$ cat src/rtl/multi_nibble_alu_if.sv
// multi_nibble_alu_if: request/response bundle for the multi-nibble ALU.
// master drives the request side, slave (the ALU) drives status and results.
interface multi_nibble_alu_if #(
  parameter int DIGITS = 4
);
  logic                  start;
  logic [2:0]            op;
  logic                  decimal;
  logic                  carry_in;
  logic [4*DIGITS-1:0]   a;
  logic [4*DIGITS-1:0]   b;
  logic                  busy;
  logic                  done;
  logic [4*DIGITS-1:0]   result;
  logic                  carry_out;
  logic                  zero_out;

  modport master (
    output start, op, decimal, carry_in, a, b,
    input  busy, done, result, carry_out, zero_out
  );

  modport slave (
    input  start, op, decimal, carry_in, a, b,
    output busy, done, result, carry_out, zero_out
  );
endinterface

$ cat src/rtl/multi_nibble_alu.sv
// multi_nibble_alu: serial LSB-first add/subtract over DIGITS nibbles.
// Define MULTI_NIBBLE_ALU_DECIMAL_EN to build the per-nibble BCD adjust.
module multi_nibble_alu #(
  parameter int DIGITS = 4
) (
  input  logic                clk,
  input  logic                reset,
  multi_nibble_alu_if.slave   alu_bus
);

  localparam int W = 4 * DIGITS;

  localparam logic [1:0] S_IDLE = 2'd0;
  localparam logic [1:0] S_RUN  = 2'd1;
  localparam logic [1:0] S_DONE = 2'd2;

  localparam logic [2:0] OP_ADD = 3'b000;
  localparam logic [2:0] OP_ADC = 3'b001;
  localparam logic [2:0] OP_SBC = 3'b011;

  localparam logic [2:0] LAST = 3'(DIGITS - 1);

  logic [1:0]   state_q, state_d;
  logic [W-1:0] a_q, a_d;
  logic [W-1:0] b_q, b_d;
  logic [2:0]   op_q, op_d;
  logic         dec_q, dec_d;
  logic         c_q, c_d;
  logic [2:0]   idx_q, idx_d;
  logic         zacc_q, zacc_d;
  logic [W-1:0] shadow_q, shadow_d;
  logic [W-1:0] result_q, result_d;
  logic         carry_q, carry_d;
  logic         zero_q, zero_d;

  logic         accept;
  logic         is_add;
  logic         wr_res;
  logic [4:0]   s_add, s_sub;
  logic [4:0]   s_add6, s_sub6;
  logic [3:0]   nib;
  logic         cy;
  logic [W+3:0] a_ext, b_ext, sh_ext;

  assign alu_bus.busy      = (state_q == S_RUN);
  assign alu_bus.done      = (state_q == S_DONE);
  assign alu_bus.result    = result_q;
  assign alu_bus.carry_out = carry_q;
  assign alu_bus.zero_out  = zero_q;

  assign accept = alu_bus.start &&
                  (state_q == S_IDLE || state_q == S_DONE);
  assign is_add = (op_q == OP_ADD) || (op_q == OP_ADC);
  assign wr_res = ~op_q[2];

  assign s_add  = {1'b0, a_q[3:0]} + {1'b0, b_q[3:0]} + {4'd0, c_q};
  assign s_sub  = {1'b0, a_q[3:0]} - {1'b0, b_q[3:0]} - {4'd0, c_q};
  assign s_add6 = s_add + 5'd6;
  assign s_sub6 = s_sub - 5'd6;

`ifdef MULTI_NIBBLE_ALU_DECIMAL_EN
  assign dec_d = accept ? alu_bus.decimal : dec_q;
`else
  logic unused_decimal;
  assign unused_decimal = alu_bus.decimal ^ dec_q;
  assign dec_d = 1'b0;
`endif

  // One nibble of ripple arithmetic with optional decimal adjust
  always_comb begin
    nib = is_add ? s_add[3:0] : s_sub[3:0];
    cy  = is_add ? s_add[4]   : s_sub[4];
`ifdef MULTI_NIBBLE_ALU_DECIMAL_EN
    if (dec_q) begin
      if (is_add && (s_add > 5'd9)) begin
        nib = s_add6[3:0];
        cy  = 1'b1;
      end else if (!is_add && s_sub[4]) begin
        nib = s_sub6[3:0];
        cy  = 1'b1;
      end
    end
`else
    if (dec_q) begin
      nib = 4'h0;
      cy  = 1'b0;
    end
`endif
  end

  assign a_ext  = {4'h0, a_q};
  assign b_ext  = {4'h0, b_q};
  assign sh_ext = {nib, shadow_q};

  // Next-state and datapath update for the IDLE/RUN/DONE sequencer
  always_comb begin
    state_d  = state_q;
    a_d      = a_q;
    b_d      = b_q;
    op_d     = op_q;
    c_d      = c_q;
    idx_d    = idx_q;
    zacc_d   = zacc_q;
    shadow_d = shadow_q;
    result_d = result_q;
    carry_d  = carry_q;
    zero_d   = zero_q;
    case (state_q)
      S_RUN: begin
        a_d      = a_ext[W+3:4];
        b_d      = b_ext[W+3:4];
        c_d      = cy;
        zacc_d   = zacc_q & (nib == 4'h0);
        shadow_d = sh_ext[W+3:4];
        if (idx_q == LAST) begin
          state_d = S_DONE;
          carry_d = cy;
          zero_d  = zacc_q & (nib == 4'h0);
          if (wr_res)
            result_d = sh_ext[W+3:4];
        end else begin
          idx_d = idx_q + 3'd1;
        end
      end
      S_DONE: state_d = S_IDLE;
      default: state_d = S_IDLE;
    endcase
    if (accept) begin
      state_d = S_RUN;
      a_d     = alu_bus.a;
      b_d     = alu_bus.b;
      op_d    = alu_bus.op;
      c_d     = alu_bus.carry_in &&
                (alu_bus.op == OP_ADC || alu_bus.op == OP_SBC);
      idx_d   = 3'd0;
      zacc_d  = 1'b1;
    end
  end

  // State and output registers; reset drops any operation in flight
  always_ff @(posedge clk or posedge reset) begin
    if (reset) begin
      state_q  <= S_IDLE;
      a_q      <= '0;
      b_q      <= '0;
      op_q     <= 3'd0;
      dec_q    <= 1'b0;
      c_q      <= 1'b0;
      idx_q    <= 3'd0;
      zacc_q   <= 1'b1;
      shadow_q <= '0;
      result_q <= '0;
      carry_q  <= 1'b0;
      zero_q   <= 1'b0;
    end else begin
      state_q  <= state_d;
      a_q      <= a_d;
      b_q      <= b_d;
      op_q     <= op_d;
      dec_q    <= dec_d;
      c_q      <= c_d;
      idx_q    <= idx_d;
      zacc_q   <= zacc_d;
      shadow_q <= shadow_d;
      result_q <= result_d;
      carry_q  <= carry_d;
      zero_q   <= zero_d;
    end
  end

endmodule

$ cat src/flat_wrapper.sv
// flat-port wrapper written by rule: the top's interface ports become plain ports
module multi_nibble_alu_flat 
#(
  parameter int DIGITS = 4
)
  (clk, reset, alu_bus_start, alu_bus_op, alu_bus_decimal, alu_bus_carry_in, alu_bus_a, alu_bus_b, alu_bus_busy, alu_bus_done, alu_bus_result, alu_bus_carry_out, alu_bus_zero_out);
  multi_nibble_alu_if #(.DIGITS(DIGITS)) alu_bus_i ();
  input  logic clk;
  input  logic reset;
  input wire logic [$bits(alu_bus_i.start)-1:0] alu_bus_start;
  input wire logic [$bits(alu_bus_i.op)-1:0] alu_bus_op;
  input wire logic [$bits(alu_bus_i.decimal)-1:0] alu_bus_decimal;
  input wire logic [$bits(alu_bus_i.carry_in)-1:0] alu_bus_carry_in;
  input wire logic [$bits(alu_bus_i.a)-1:0] alu_bus_a;
  input wire logic [$bits(alu_bus_i.b)-1:0] alu_bus_b;
  output wire logic [$bits(alu_bus_i.busy)-1:0] alu_bus_busy;
  output wire logic [$bits(alu_bus_i.done)-1:0] alu_bus_done;
  output wire logic [$bits(alu_bus_i.result)-1:0] alu_bus_result;
  output wire logic [$bits(alu_bus_i.carry_out)-1:0] alu_bus_carry_out;
  output wire logic [$bits(alu_bus_i.zero_out)-1:0] alu_bus_zero_out;
  assign alu_bus_i.start = alu_bus_start;
  assign alu_bus_i.op = alu_bus_op;
  assign alu_bus_i.decimal = alu_bus_decimal;
  assign alu_bus_i.carry_in = alu_bus_carry_in;
  assign alu_bus_i.a = alu_bus_a;
  assign alu_bus_i.b = alu_bus_b;
  assign alu_bus_busy = alu_bus_i.busy;
  assign alu_bus_done = alu_bus_i.done;
  assign alu_bus_result = alu_bus_i.result;
  assign alu_bus_carry_out = alu_bus_i.carry_out;
  assign alu_bus_zero_out = alu_bus_i.zero_out;
  multi_nibble_alu #(.DIGITS(DIGITS)) u_core (.clk(clk), .reset(reset), .alu_bus(alu_bus_i));
endmodule
$ cat config.mk
export PLATFORM = sky130hd
export DESIGN_NAME = multi_nibble_alu_flat
export DESIGN_NICKNAME = d
export VERILOG_FILES = /design/src/rtl/multi_nibble_alu_if.sv /design/src/rtl/multi_nibble_alu.sv /design/src/flat_wrapper.sv
export SDC_FILE = /design/constraint.sdc
export NUM_CORES = 1
export LEC_CHECK = 0
export CAP_MARGIN = 20
export CORE_MARGIN = 4
export CORE_UTILIZATION = 35
export DETAILED_ROUTE_END_ITERATION = 12
export DONT_BUFFER_PORTS = 1
export GPL_ROUTABILITY_DRIVEN = 0
export PLACE_DENSITY = 0.5
export SLEW_MARGIN = 20
export SYNTH_ARGS = -nofsm -noshare
export SYNTH_HDL_FRONTEND = slang
export SYNTH_SLANG_ARGS = --single-unit
$ cat constraint.sdc
create_clock -name clk -period 2.1 [get_ports clk]
set_input_delay 0.105 -clock clk [delete_from_list [all_inputs] [get_ports clk]]
set_output_delay 0.105 -clock clk [all_outputs]
set_load 0.05 [all_outputs]
* Yosys cells after proc, flatten, opt, wreduce, memory -nomap -nowiden
Cells that the tools add are included.
Cells by class: add/subtract/negate cells 5, bitwise logic cells 2, reduce and logical (&&, ||, !) cells 12, mux-type cells 16, equal/unequal tests 8
Operators with widths (count):
- two-way mux 16 bit | 4
- two-way mux 3 bit | 3
- equality test 3 x 1 -> 1 bit, second input constant | 2
- equality test 3 x 2 -> 1 bit, second input constant | 2
- two-way mux 2 bit | 3
- adder 4 x 4 -> 5 bit | 1
- adder 5 x 1 -> 5 bit | 1
- two-way mux 1 bit | 5
- subtractor 4 x 4 -> 5 bit | 1
- subtractor 5 x 1 -> 5 bit | 1
- logical NOT 4 bit | 1
- two-way mux 4 bit | 1
- AND reduction 2 bit | 2
- adder 3 x 1 -> 3 bit, second input constant | 1
- logical NOT 3 bit | 1
- logical OR 1 bit | 3
- != test 3 x 1 -> 1 bit, second input constant | 1
- AND reduction 3 bit | 1
- equality test 2 x 1 -> 1 bit, second input constant | 1
- equality test 2 bit, second input constant | 1
- logical AND 1 bit | 2
- logical NOT 2 bit | 1
- != test 2 x 1 -> 1 bit, second input constant | 1
- nonzero test 2 bit | 1
- other kinds (2) | 2
Storage, ports and cells: bits of input ports 40, flip-flop bits (word level) 76, logic and storage cells 54, output and inout bits 20

* Depth between registers and ports, before layout
word-level depth 7, depth in mapped cells 9, mapped depth without buffers 9

* Worst setup path after synthesis
OpenSTA, ideal clock, no wires.
kind reg2reg, start point register u_core.c_q, end point register u_core.zacc_q, stages on the path, launching flop included 9, path buffers 0, arrival time 2129 ps, setup time 72 ps, path slack -101 ps, cell sequence dfrtp_1 > fa_1 > inv_1 > ha_1 > o21a_1 > or4_1 > nand4_1 > o2111ai_1 > o21ai_1
Between the ends: word-level cells in the longest chain between the ends 6, elaborated cells between the ends (all ways) 7, classes of those cells add/sub: 2; mux: 3; bitwise: 1; reduce/logical: 1
RTL lines:
- start: declaration | RTL line multi_nibble_alu.sv:28 | logic c_q, c_d;
- start signal: assignment | RTL line multi_nibble_alu.sv:148 | c_q <= 1'b0;
- start signal: assignment | RTL line multi_nibble_alu.sv:161 | c_q <= c_d;
- subtractor 5 x 1 -> 5 bit or adder 5 x 1 -> 5 bit (tied branches) | RTL line multi_nibble_alu.sv:57, multi_nibble_alu.sv:56
- two-way mux 4 bit (*) | RTL line multi_nibble_alu.sv:71 | nib = is_add ? s_add[3:0] : s_sub[3:0];
- logical NOT 4 bit (*) | RTL line multi_nibble_alu.sv:113 | zacc_d = zacc_q & (nib == 4'h0);
- AND 1 bit (*) | RTL line multi_nibble_alu.sv:113
- two-way mux 1 bit (*) | RTL line multi_nibble_alu.sv:108 | case (state_q)
- two-way mux 1 bit (*) | RTL line multi_nibble_alu.sv:128 | if (accept) begin
- end signal: assignment | RTL line multi_nibble_alu.sv:163 | zacc_q <= zacc_d;
- end: declaration | RTL line multi_nibble_alu.sv:30 | logic zacc_q, zacc_d;
Every way passes the cells marked *; elsewhere a longest branch is shown, timed or not. The select of a mux whose other input is x is not followed. A chain may end at the register's enable or synchronous reset.

* Worst setup path after layout
Same ends and word-level chain as after synthesis.

==> impl_results.md <==
- Crit end category: flop
- Number of DRC markers in iteration 0: 78
- Fill count: 824
- Sequential fraction of the synthesis area: 0.5555
- Routed met1 length: 3.163 mm
- Critical-path maximum fanout: 3
- Sequential Area: 1778 um^2
- Max_cap viols: 0
- Clk slew on worst S/H paths: 0.08 ns
- ANT cells: 0
- Inserted Clock Buffers: 9
- Finish-stage setup viols: 7
- Vias in the first global route: 2410
- Pwr dens: 1823 nW/um^2
- Multi-input logic area: 1381 um^2
- Die W: 103.6 um
- Design Power: 7.534 mW
- Net Sw Frac: 0.4364
- Number of top-level pins: 60
- Fin. Hold Viols: 0
- Max Fclk: 0.4306 GHz
- Unrepaired setup endpoints after global routing: true
- Required time of the worst setup path: 2.38 ns
- Via density: 4.922
- All-Layer GR Usage: 0.1399
- CTS tree: built
- Die area: 10740 um^2
- Worst rel slew slack: 0.6319
- Placed cell area: 3443 um^2
- Final instance area: 4133 um^2
- Layout Nets: 414
- Top cells by area, synth: dfrtp_1 55%, nand2_1 9.1%, mux2_2 4.6%
- Main synth FF type: dfrtp_1
- Gate count after technology mapping: 302
- Top Layer Used: met4
- Total length of routed wires: 7.220 mm
- Gr ovfl total: 0
- Via count: 2323
- Startpoint types: flop
- Synthesized cell area: 3201 um^2
- Clk_lat worst skew: 0.35 ns
- Post-synth top area cell: dfrtp_1
- Status: finished, violations left
- Post-synth EDFFs: 0
- Clock sink total: 71
- Iteration count of the initial detailed-routing pass: 4
- Top cell type's share of synthesized area: 0.5473
- Clock Tree Root: clkbuf_8
- Largest net degree at the start of global routing: 43
- Post-layout min period: 2.323 ns
- Sequential power share: 0.389
- Worst hold slack: 0.1475 ns
- Core region area: 8806 um^2
- Htree depth: 3
- WL met3: 395 um
- Min-Delay Path Class: in2reg
- Skew final: 0.009037 ns
- Max VDD drop: 644.5 uV
- Final Max Slew Viols: 0
- Fraction of registers with async set/reset: 1.000
- Internal power: 4.246 mW
- Period utilization: 1.106
- Clock Power Share: 0.160
- Sw Pwr: 3.288 mW
- Synth-to-Final Area Change: 29.12%
- Combinational fraction of design power: 0.450
- Met2 wire len: 3.586 mm
- Starting Density: 0.3635
- Synth Net Count: 357
- Routed WL per cell: 15.30 um
- Kind of critical path: reg2reg
- Port Buffers: 0
- Number of cell rows: 34
- First-pass GRT wire length: 12.21 mm
- DP HPWL: 4.734 mm
- Measured slew at the worst slew-check pin: 0.5508 ns
- Drt drc: 0
- Failing checks: setup timing
- Proportion of layout cells with a drive suffix above 1: 0.2060
- Setup TNS: -0.9619 ns
- Count of cell types in the netlist: 37
- Die Ht: 103.6 um
- Most frequent standard cell in the layout excluding fill and tap cells: nand2_1
- Clk buf depth: 2
- Critical Path AT: 2.60 ns
- Commonest cells after routing, fill and taps aside: 78 x nand2_1, 70 x dfrtp_1, 36 x dlygate4sd3_1, 24 x buf_4, 19 x a22oi_1
- Initial antenna violation count: 0
- Yosys warnings: 0
- #FFs+latches synth: 71
- Syn Area/Cell: 10.60 um^2
- P_leak: 1.962 nW
- Setup ws final: -0.2226 ns
- Post-DRT Antenna Nets: 0
[power by group through the flow]
stage / combinational [mW] / sequential [mW] / clock (mW)
after floorplan: 2.07 / 2.84 / 0
after global placement: 2.87 / 2.95 / 0
after detailed placement: 2.91 / 2.96 / 0
after CTS: 3.14 / 2.94 / 1.25
after global routing: 3.80 / 3.02 / 1.32
final: 3.39 / 2.93 / 1.21
[through the flow]
step / worst slack, ns / utilization / std cells
finish: -0.2226 / 0.4693 / 472
global route: -0.2764 / 0.4693 / 472
CTS: -0.1615 / 0.4626 / 470
detailed placement: -0.1887 / 0.3910 / 414
global placement: -0.1076 / 0.3910 / 414
floorplan: -0.07980 / - / 302
[cell usage after synthesis, types with 7 or more instances]
cell and instances:
mux2_2 13, nor2_1 9, a22oi_1 19, nor3_1 7
nand2_1 78, ha_1 11, a22o_1 8, inv_1 14
clkbuf_1 9, dfrtp_1 70, a21oi_1 8
[kinds of logic (layout without fill, tap and decap cells)]
logic type / count (synthesis) / in the layout / synth area share
AOI/OAI and AO/OA: 57 / 57 / 0.1302
muxes: 14 / 14 / 0.04887
xor gates and xnor gates: 4 / 4 / 0.01095
and+or+nand+nor: 111 / 111 / 0.1482
buffers and inverters: 30 / 92 / 0.03831
adders and majority gates: 15 / 15 / 0.06802
DFF: 71 / 71 / 0.5555
[critical path, cell delays in order (launching register included)]
cell and delay (ns):
dfrtp_1 0.44, fa_2 0.58, inv_2 0.06, ha_4 0.14, o21a_1 0.19, or4_1 0.41, nand4_1 0.14, o2111ai_2 0.12
o21ai_1 0.17
[layer usage]
metal  vias to the layer above  GRT usage
li1                       1145          -
met5                         -          0
met1                      1114     0.1754
met2                        55     0.2243
met4                         0    0.05033
met3                         9    0.04913
[state kept, by name, indices dropped and copies added (netlist names), 2 cells and up]
register,count
u_core.idx_q,3
u_core.alu_bus.result,16
u_core.a_q,16
u_core.b_q,16
u_core.state_q,2
u_core.op_q,2
u_core.shadow_q,12
[timing repair]
action | in CTS | in global routing
hold buffers | 36 | 0
pin swaps | 3 | 8
endpoints found under the setup margin | 9 | 10
gates cloned | 0 | 0
gates resized for setup | 7 | 9
endpoints found under the hold margin | 55 | 0
setup buffers | 4 | 2
[final timing paths]
check                                                from                                    to  slack (ns)  cells past startpoint
max                                u_core.c_q$_DFFE_PP0P_             u_core.zacc_q$_DFFE_PP1P_       -0.22                      8
max in group asynchronous                           reset             u_core.zacc_q$_DFFE_PP1P_        1.15                      3
min reg2reg                u_core.shadow_q[6]$_DFFE_PP0P_        u_core.shadow_q[6]$_DFFE_PP0P_        0.47                      2
max reg2reg                        u_core.c_q$_DFFE_PP0P_             u_core.zacc_q$_DFFE_PP1P_       -0.22                      8
min                                         alu_bus_op[2]                u_core.c_q$_DFFE_PP0P_        0.15                      2
min in group asynchronous                           reset  u_core.alu_bus.result[4]$_DFFE_PP0P_        0.24                      2
[layout make-up]
type | count | area share
repair buffers | 61 | 0.1356
flip-flops and latches | 71 | 0.4302
clock inverters | 6 | 0.02271
well taps | 108 | 0.03270
clock buffers | 10 | 0.03088
multi-input cells | 201 | 0.3342
inverters | 15 | 0.01362
Power figures use the tool's default switching activity.
